$ cat config.mk
export PLATFORM = sky130hd
export DESIGN_NAME = disp_block_scheduler
export DESIGN_NICKNAME = d
export VERILOG_FILES = /design/src/rtl/disp_block_scheduler.sv
export SDC_FILE = /design/constraint.sdc
export NUM_CORES = 1
export LEC_CHECK = 0
export ABC_AREA = 1
export CORE_MARGIN = 8
export CORE_UTILIZATION = 53
export DETAILED_ROUTE_END_ITERATION = 6
export PLACE_DENSITY = 0.78
export SLEW_MARGIN = 20
export SYNTH_ARGS = -nofsm -noshare
export SYNTH_HDL_FRONTEND = slang
export SYNTH_SLANG_ARGS = --single-unit
export TNS_END_PERCENT = 1
$ cat constraint.sdc
create_clock -name clk -period 2.6 [get_ports clk]
set_clock_uncertainty 0.15 [all_clocks]
set_input_delay 0.52 -clock clk [delete_from_list [all_inputs] [get_ports clk]]
set_output_delay 0.52 -clock clk [all_outputs]
set_load 0.05 [all_outputs]
$ cat src/rtl/disp_block_scheduler.sv
// disp_block_scheduler
// Walks a grid of non-overlapping f-window origins across the image and starts
// one match run per origin. Candidate scores from the engine are reduced to
// the best (minimum score, lowest disparity on ties) and the winning disparity
// is written to the disparity-map RAM. Origins too close to the right edge to
// hold a full disparity search are skipped and written as INVALID (7'h7F).
//
// Ports:
//   clk, rst_n          clock, asynchronous active-low reset
//   frame_start         one-cycle pulse, starts a frame pass (accepted in IDLE only)
//   busy                high from the first DISPATCH cycle to the DONE cycle
//   frame_done          one-cycle pulse after the last map write
//   win_x, win_y        current f-window origin, stable for the whole run
//   eng_start           one-cycle engine start pulse
//   res_valid/res_disp/res_score  serial candidate results from the engine
//   eng_done            end-of-run pulse from the engine
//   dmap_we/dmap_addr/dmap_data   disparity-map write port
//   err                 sticky engine timeout flag, cleared by frame_start
module disp_block_scheduler #(
  parameter int unsigned IMG_W   = 320,
  parameter int unsigned IMG_H   = 240,
  parameter int unsigned WIN     = 16,
  parameter int unsigned MAXD    = 64,
  parameter int unsigned SCORE_W = 16,
  parameter int unsigned ADDR_W  = 9,
  parameter int unsigned TIMEOUT = 4096
) (
  input  logic               clk,
  input  logic               rst_n,
  input  logic               frame_start,
  output logic               busy,
  output logic               frame_done,
  output logic [8:0]         win_x,
  output logic [7:0]         win_y,
  output logic               eng_start,
  input  logic               res_valid,
  input  logic [5:0]         res_disp,
  input  logic [SCORE_W-1:0] res_score,
  input  logic               eng_done,
  output logic               dmap_we,
  output logic [ADDR_W-1:0]  dmap_addr,
  output logic [6:0]         dmap_data,
  output logic               err
);

  localparam int unsigned NBX  = IMG_W / WIN;
  localparam int unsigned NBY  = IMG_H / WIN;
  localparam int unsigned BX_W = (NBX > 1) ? $clog2(NBX) : 1;
  localparam int unsigned BY_W = (NBY > 1) ? $clog2(NBY) : 1;
  localparam int unsigned WD_W = (TIMEOUT > 1) ? $clog2(TIMEOUT) : 1;
  localparam logic [8:0]  COL_MAX = 9'(IMG_W - WIN - MAXD);
  localparam logic [6:0]  INVALID = 7'h7F;

  typedef enum logic [2:0] {
    ST_IDLE,
    ST_DISPATCH,
    ST_WAIT,
    ST_WRITE,
    ST_SKIP,
    ST_NEXT,
    ST_DONE
  } state_t;

  state_t             state_q, state_d;
  logic [BX_W-1:0]    bx_q, bx_d;
  logic [BY_W-1:0]    by_q, by_d;
  logic [SCORE_W-1:0] best_score_q, best_score_d;
  logic [6:0]         best_disp_q, best_disp_d;
  logic [WD_W-1:0]    wdog_q, wdog_d;
  logic [8:0]         win_x_d;
  logic [7:0]         win_y_d;
  logic [ADDR_W-1:0]  addr_d;
  logic [6:0]         data_d;
  logic               err_d;
  logic               cand_better;
  logic               row_end;
  logic               last_block;

  // Candidate comparison: lower score wins, lower disparity breaks ties.
  always_comb begin
    cand_better = res_valid &&
                  ((res_score < best_score_q) ||
                   ((res_score == best_score_q) && ({1'b0, res_disp} < best_disp_q)));
    row_end     = (bx_q == BX_W'(NBX - 1));
    last_block  = row_end && (by_q == BY_W'(NBY - 1));
  end

  // Next-state and next-register values.
  always_comb begin
    state_d      = state_q;
    bx_d         = bx_q;
    by_d         = by_q;
    best_score_d = best_score_q;
    best_disp_d  = best_disp_q;
    wdog_d       = wdog_q;
    win_x_d      = win_x;
    win_y_d      = win_y;
    addr_d       = dmap_addr;
    data_d       = dmap_data;
    err_d        = err;

    case (state_q)
      ST_IDLE: begin
        if (frame_start) begin
          state_d = ST_DISPATCH;
          bx_d    = '0;
          by_d    = '0;
          win_x_d = '0;
          win_y_d = '0;
          addr_d  = '0;
          err_d   = 1'b0;
        end
      end

      ST_DISPATCH: begin
        if (win_x <= COL_MAX) begin
          best_score_d = '1;
          best_disp_d  = INVALID;
          wdog_d       = '0;
          state_d      = ST_WAIT;
        end else begin
          data_d  = INVALID;
          state_d = ST_SKIP;
        end
      end

      ST_WAIT: begin
        if (cand_better) begin
          best_score_d = res_score;
          best_disp_d  = {1'b0, res_disp};
        end
        wdog_d = wdog_q + WD_W'(1);
        // A result arriving with eng_done is already folded into best_disp_d.
        if (eng_done) begin
          data_d  = best_disp_d;
          state_d = ST_WRITE;
        end else if (wdog_q == WD_W'(TIMEOUT - 1)) begin
          err_d       = 1'b1;
          best_disp_d = INVALID;
          data_d      = INVALID;
          state_d     = ST_WRITE;
        end
      end

      ST_WRITE: state_d = ST_NEXT;

      ST_SKIP: state_d = ST_NEXT;

      ST_NEXT: begin
        addr_d = dmap_addr + ADDR_W'(1);
        if (row_end) begin
          bx_d    = '0;
          win_x_d = '0;
          by_d    = by_q + BY_W'(1);
          win_y_d = win_y + 8'(WIN);
        end else begin
          bx_d    = bx_q + BX_W'(1);
          win_x_d = win_x + 9'(WIN);
        end
        state_d = last_block ? ST_DONE : ST_DISPATCH;
      end

      ST_DONE: state_d = ST_IDLE;

      default: state_d = ST_IDLE;
    endcase
  end

  // State, datapath and registered outputs; outputs reflect the state being entered.
  always_ff @(posedge clk or negedge rst_n) begin
    if (!rst_n) begin
      state_q      <= ST_IDLE;
      bx_q         <= '0;
      by_q         <= '0;
      best_score_q <= '1;
      best_disp_q  <= INVALID;
      wdog_q       <= '0;
      busy         <= 1'b0;
      frame_done   <= 1'b0;
      eng_start    <= 1'b0;
      dmap_we      <= 1'b0;
      dmap_addr    <= '0;
      dmap_data    <= INVALID;
      win_x        <= '0;
      win_y        <= '0;
      err          <= 1'b0;
    end else begin
      state_q      <= state_d;
      bx_q         <= bx_d;
      by_q         <= by_d;
      best_score_q <= best_score_d;
      best_disp_q  <= best_disp_d;
      wdog_q       <= wdog_d;
      busy         <= (state_d != ST_IDLE);
      frame_done   <= (state_d == ST_DONE);
      eng_start    <= (state_d == ST_DISPATCH) && (win_x_d <= COL_MAX);
      dmap_we      <= (state_d == ST_WRITE) || (state_d == ST_SKIP);
      dmap_addr    <= addr_d;
      dmap_data    <= data_d;
      win_x        <= win_x_d;
      win_y        <= win_y_d;
      err          <= err_d;
    end
  end

endmodule
==> flow_results.xml, run 1 <==
<?xml version="1.0" encoding="UTF-8"?>
<metrics>
  <group name="run_status">
    <metric name="status" unit="">finished, violations left</metric>
    <metric name="violations" unit="">hold timing</metric>
  </group>
  <group name="logic_synthesis">
    <metric name="yosys-top-cells-area" unit="">dfrtp_1 28%, dfstp_2 17%, nand2_1 10%</metric>
    <metric name="post_synth_num_cell_types" unit="">43</metric>
    <metric name="postSynth.asyncResetShare" unit="%">100</metric>
    <metric name="syn_area" unit="um2">4600</metric>
    <metric name="number_of_enable_flip_flop_cells_after_synthesis" unit="">0</metric>
    <metric name="synth_ff_type" unit="">dfrtp_1</metric>
    <metric name="ys_seq_area_share" unit="%">44.8</metric>
    <metric name="yosys_register_bits" unit="">81</metric>
    <metric name="synth_largest_type_area_fraction" unit="%">27.7</metric>
    <metric name="synth.avg_cell_area" unit="um2">8.34</metric>
    <metric name="synthCells" unit="">552</metric>
    <metric name="synth_area_leader_cell" unit="">dfrtp_1</metric>
    <metric name="ys.warnings.count" unit="">0</metric>
  </group>
  <group name="timing">
    <metric name="max-slew-margin-rel" unit="%">64.5</metric>
    <metric name="rsz0062_at_grt" unit="">false</metric>
    <metric name="period_minus_slack" unit="ns">2.38</metric>
    <metric name="final_min_period_over_clock_period" unit="%">91.4</metric>
    <metric name="fmax" unit="MHz">421</metric>
    <metric name="worstMarginPinSlew" unit="ns">0.532</metric>
    <metric name="max_slew_vio_count" unit="">0</metric>
    <metric name="timing_hold_violations_final" unit="">4</metric>
    <metric name="setup_viol_count_final" unit="">0</metric>
    <metric name="fin_worst_hold_slack" unit="ns">-0.00587</metric>
  </group>
  <group name="global_route">
    <metric name="grt_start_max_net_pins" unit="">41</metric>
    <metric name="grt.total_usage" unit="%">18.5</metric>
    <metric name="first_global_vias" unit="">3914</metric>
    <metric name="globalRoute.totalOverflow" unit="">0</metric>
    <metric name="first_pass_grt_wire_length" unit="um">17700</metric>
    <metric name="initial_antenna_violation_count" unit="">0</metric>
  </group>
  <group name="floorplan">
    <metric name="io_pins" unit="">65</metric>
    <metric name="floorplan.die.height" unit="um">109</metric>
    <metric name="die_w" unit="um">109</metric>
    <metric name="fp.coreArea" unit="um2">8550</metric>
    <metric name="fp.dieArea" unit="um2">11900</metric>
    <metric name="rows" unit="">34</metric>
    <metric name="initial_utilization" unit="%">53.8</metric>
  </group>
  <group name="worst_setup_path">
    <metric name="cp_num_buf_inv" unit="">1</metric>
    <metric name="worst_path_max_delay_cell" unit="">clkdlybuf4s50_1</metric>
    <metric name="critical_path.top_delay_family" unit="">buffers and inverters</metric>
    <metric name="type_of_the_worst_setup_path" unit="">flip-flop to output port</metric>
    <metric name="critical_path.max_fanout" unit="">2</metric>
    <metric name="cp_data_required_time" unit="ns">1.93</metric>
    <metric name="cp-end-kind" unit="">output port</metric>
    <metric name="cp_slowest_stage_delay" unit="ns">0.80</metric>
    <metric name="timing.critical_path.from_type" unit="">flip-flop</metric>
    <metric name="cp.arrival" unit="ns">1.71</metric>
    <metric name="crit_path_cell_trace" unit="">clkdlybuf4s50_1</metric>
  </group>
  <group name="drt">
    <metric name="drt.antenna.violating_nets" unit="">0</metric>
    <metric name="wirelength_routed" unit="um">10500</metric>
    <metric name="vias" unit="">3831</metric>
    <metric name="detailedRoute.firstPassIterationCount" unit="">4</metric>
    <metric name="post-route-drc-count" unit="">0</metric>
    <metric name="detail_route.wl_per_cell" unit="um">14.3</metric>
    <metric name="via_per_inst" unit="">5.21</metric>
    <metric name="drt_iter0_drc" unit="">141</metric>
  </group>
  <group name="cells_and_area">
    <metric name="instances_no_fill" unit="">735</metric>
    <metric name="final_core_utilization" unit="%">64.7</metric>
    <metric name="area.growth.synth_to_final" unit="%">20.2</metric>
    <metric name="post_route_cells_drive_above_1_share" unit="%">16.4</metric>
    <metric name="filler_cell_count" unit="">687</metric>
    <metric name="fin_nets" unit="">677</metric>
    <metric name="total_inserted_antenna_cells" unit="">0</metric>
  </group>
  <group name="placed_design">
    <metric name="place.detailed.instances" unit="">719</metric>
    <metric name="place.port_buffers" unit="">60</metric>
    <metric name="place_congestion" unit="">0.849</metric>
    <metric name="detailed_place_hpwl" unit="um">7840</metric>
  </group>
  <group name="pwr">
    <metric name="powerDensity" unit="nW/um2">1150</metric>
    <metric name="p_int" unit="mW">3.40</metric>
    <metric name="power.static_leakage" unit="nW">2.72</metric>
    <metric name="total_power" unit="mW">6.37</metric>
    <metric name="max-vdd-ir-drop" unit="mV">0.641</metric>
    <metric name="power_switching_share" unit="%">46.6</metric>
    <metric name="power.sequential.fraction" unit="%">34.2</metric>
    <metric name="clockPowerShare" unit="%">13.9</metric>
    <metric name="comb_pwr_share" unit="%">51.9</metric>
    <metric name="switchingPower" unit="mW">2.97</metric>
  </group>
  <group name="clock_tree">
    <metric name="cts_hold_buf" unit="">0</metric>
    <metric name="numCtsBuffers" unit="">9</metric>
    <metric name="clock_insertion_delay_worst_skew" unit="ns">0.35</metric>
    <metric name="cts_sinks" unit="">81</metric>
    <metric name="cts_resized" unit="">0</metric>
    <metric name="clk_root_buffer_cell" unit="">clkbuf_8</metric>
    <metric name="clockBufferDepth" unit="">2</metric>
    <metric name="reg_clk_slew_reported_paths" unit="ns">0.09</metric>
    <metric name="cts_max_level" unit="">3</metric>
    <metric name="clock_tree_from_tritoncts" unit="">built</metric>
    <metric name="cts.repair_timing.setup_buffer_count" unit="">0</metric>
  </group>
  <group name="worst_hold_path">
    <metric name="worst_min_delay_path_category" unit="">input port to asynchronous set/reset pin</metric>
  </group>
  <group name="job">
    <metric name="max_cap_violations" unit="">0</metric>
  </group>
</metrics>
[cells in the mapped netlist (2+ instances only)]
| master | instances |
|---|---|
| nand2_1 | 126 |
| inv_1 | 74 |
| nand3_1 | 54 |
| dfrtp_1 | 51 |
| nor2_1 | 38 |
| dfstp_2 | 30 |
| ha_1 | 28 |
| o21ai_0 | 18 |
| a21oi_1 | 17 |
| or2_2 | 15 |
| o22ai_1 | 12 |
| xor2_1 | 9 |
| inv_2 | 7 |
| nand4_1 | 6 |
| nor2_2 | 6 |
| nand2_2 | 5 |
| or2_0 | 5 |
| a22o_1 | 4 |
| buf_2 | 4 |
| buf_4 | 4 |
| nand2_4 | 4 |
| nor3_1 | 4 |
| buf_6 | 3 |
| o21ai_1 | 3 |
| xnor2_1 | 3 |
| nand2_8 | 2 |
| nor2_4 | 2 |
| o21a_1 | 2 |
| o31ai_1 | 2 |
[flip-flops by register name (all words and copies together), names as in the netlist]
| register | cells |
|---|---|
| err | 1 |
| frame_done | 1 |
| dmap_addr | 9 |
| bx_q | 5 |
| win_x | 9 |
| best_score_q | 16 |
| busy | 1 |
| win_y | 4 |
| dmap_data | 7 |
| dmap_we | 1 |
| eng_start | 1 |
| by_q | 4 |
| best_disp_q | 7 |
| wdog_q | 12 |
| state_q | 3 |
[routing by layer]
layer / track usage, % / part of all wire, %
met5: 0 / 0
met1: 22.5 / 44
met3: 4.08 / 4.6
met2: 31.4 / 50
met4: 6.75 / 1.5
[power by group through the flow]
stage,Sequential (mW),Clock [mW],Combinational [mW]
CTS,2.19,0.892,3.34
finish,2.18,0.884,3.31
floorplan,2.71,0,1.86
global placement,2.19,0,3.21
global route,2.24,0.937,3.67
detailed placement,2.20,0,3.32
[stage by stage]
stage	setup TNS [ns]	cell area (um2)	setup slack, ns
after global placement	0	5340	0.0308
after global routing	0	5530	0.182
after detailed placement	-0.0576	5340	-0.0138
final	0	5530	0.223
after floorplan	0	4610	0.484
after CTS	0	5530	0.210
[layout by cell type (no fill, tap or decap), drive strengths merged]
cell type      count
nand2            137
inv               85
clkdlybuf4s50     59
nand3             55
dfrtp             51
nor2              46
dfstp             30
ha                28
o21ai             22
or2               21
a21oi             17
o22ai             12
clkbuf            10
xor2               9
buf                9
nand4              6
nor3               6
a22o               4
conb               4
xnor2              3
o21a               2
o31ai              2
clkinv             2
clkinvlp           2
a21o               1
mux2               1
nand3b             1
a32o               1
nor4               1
[path summary, 6_finish.rpt]
check                                  end  slack [ns]  depth (start not counted)              from
setup reg to reg              dmap_data[4]        0.42                         14  best_score_q[15]
setup / recovery              dmap_data[4]        0.22                          1      dmap_data[4]
min in group clk           best_score_q[4]        0.32                          2   best_score_q[4]
hold reg to reg            best_score_q[4]        0.32                          2   best_score_q[4]
max in group asynchronous        wdog_q[5]        1.59                          2             rst_n
hold / removal                   wdog_q[3]      -0.006                          1             rst_n
[logic make-up (layout without fill, tap and decap cells)]
logic type,after synthesis,after routing,share of synthesized area [%]
and+or+nand+nor,273,273,28.3
buffers and inverters,95,167,8.92
DFF,81,81,44.8
AOI/OAI and AO/OA,61,61,7.75
adders and majority gates,28,28,7.61
xor gates and xnor gates,12,12,2.28
other,1,4,0.0815
muxes,1,1,0.245
[final cells by class]
type | instances | area, um2 | share of cell area, %
tap | 108 | 135 | 2.44
clock buffer | 10 | 138 | 2.49
sequential | 81 | 2060 | 37.3
clock inverter | 6 | 50.0 | 0.905
inverter | 83 | 322 | 5.81
multi-input combinational | 379 | 2140 | 38.7
timing repair buffer | 68 | 683 | 12.4
Note: power is estimated with default switching activity, not from simulation.
==> inputs of run 2 (changes only) <==
--- a/config.mk
+++ b/config.mk
@@ -8,6 +8,7 @@
 export ABC_AREA = 1
 export CORE_MARGIN = 8
 export CORE_UTILIZATION = 53
+export CTS_CLUSTER_SIZE = 14
 export DETAILED_ROUTE_END_ITERATION = 6
 export PLACE_DENSITY = 0.78
 export SLEW_MARGIN = 20
==> results of run 2 <==
Final layout, timing and power as in run 1 (identical DEF).
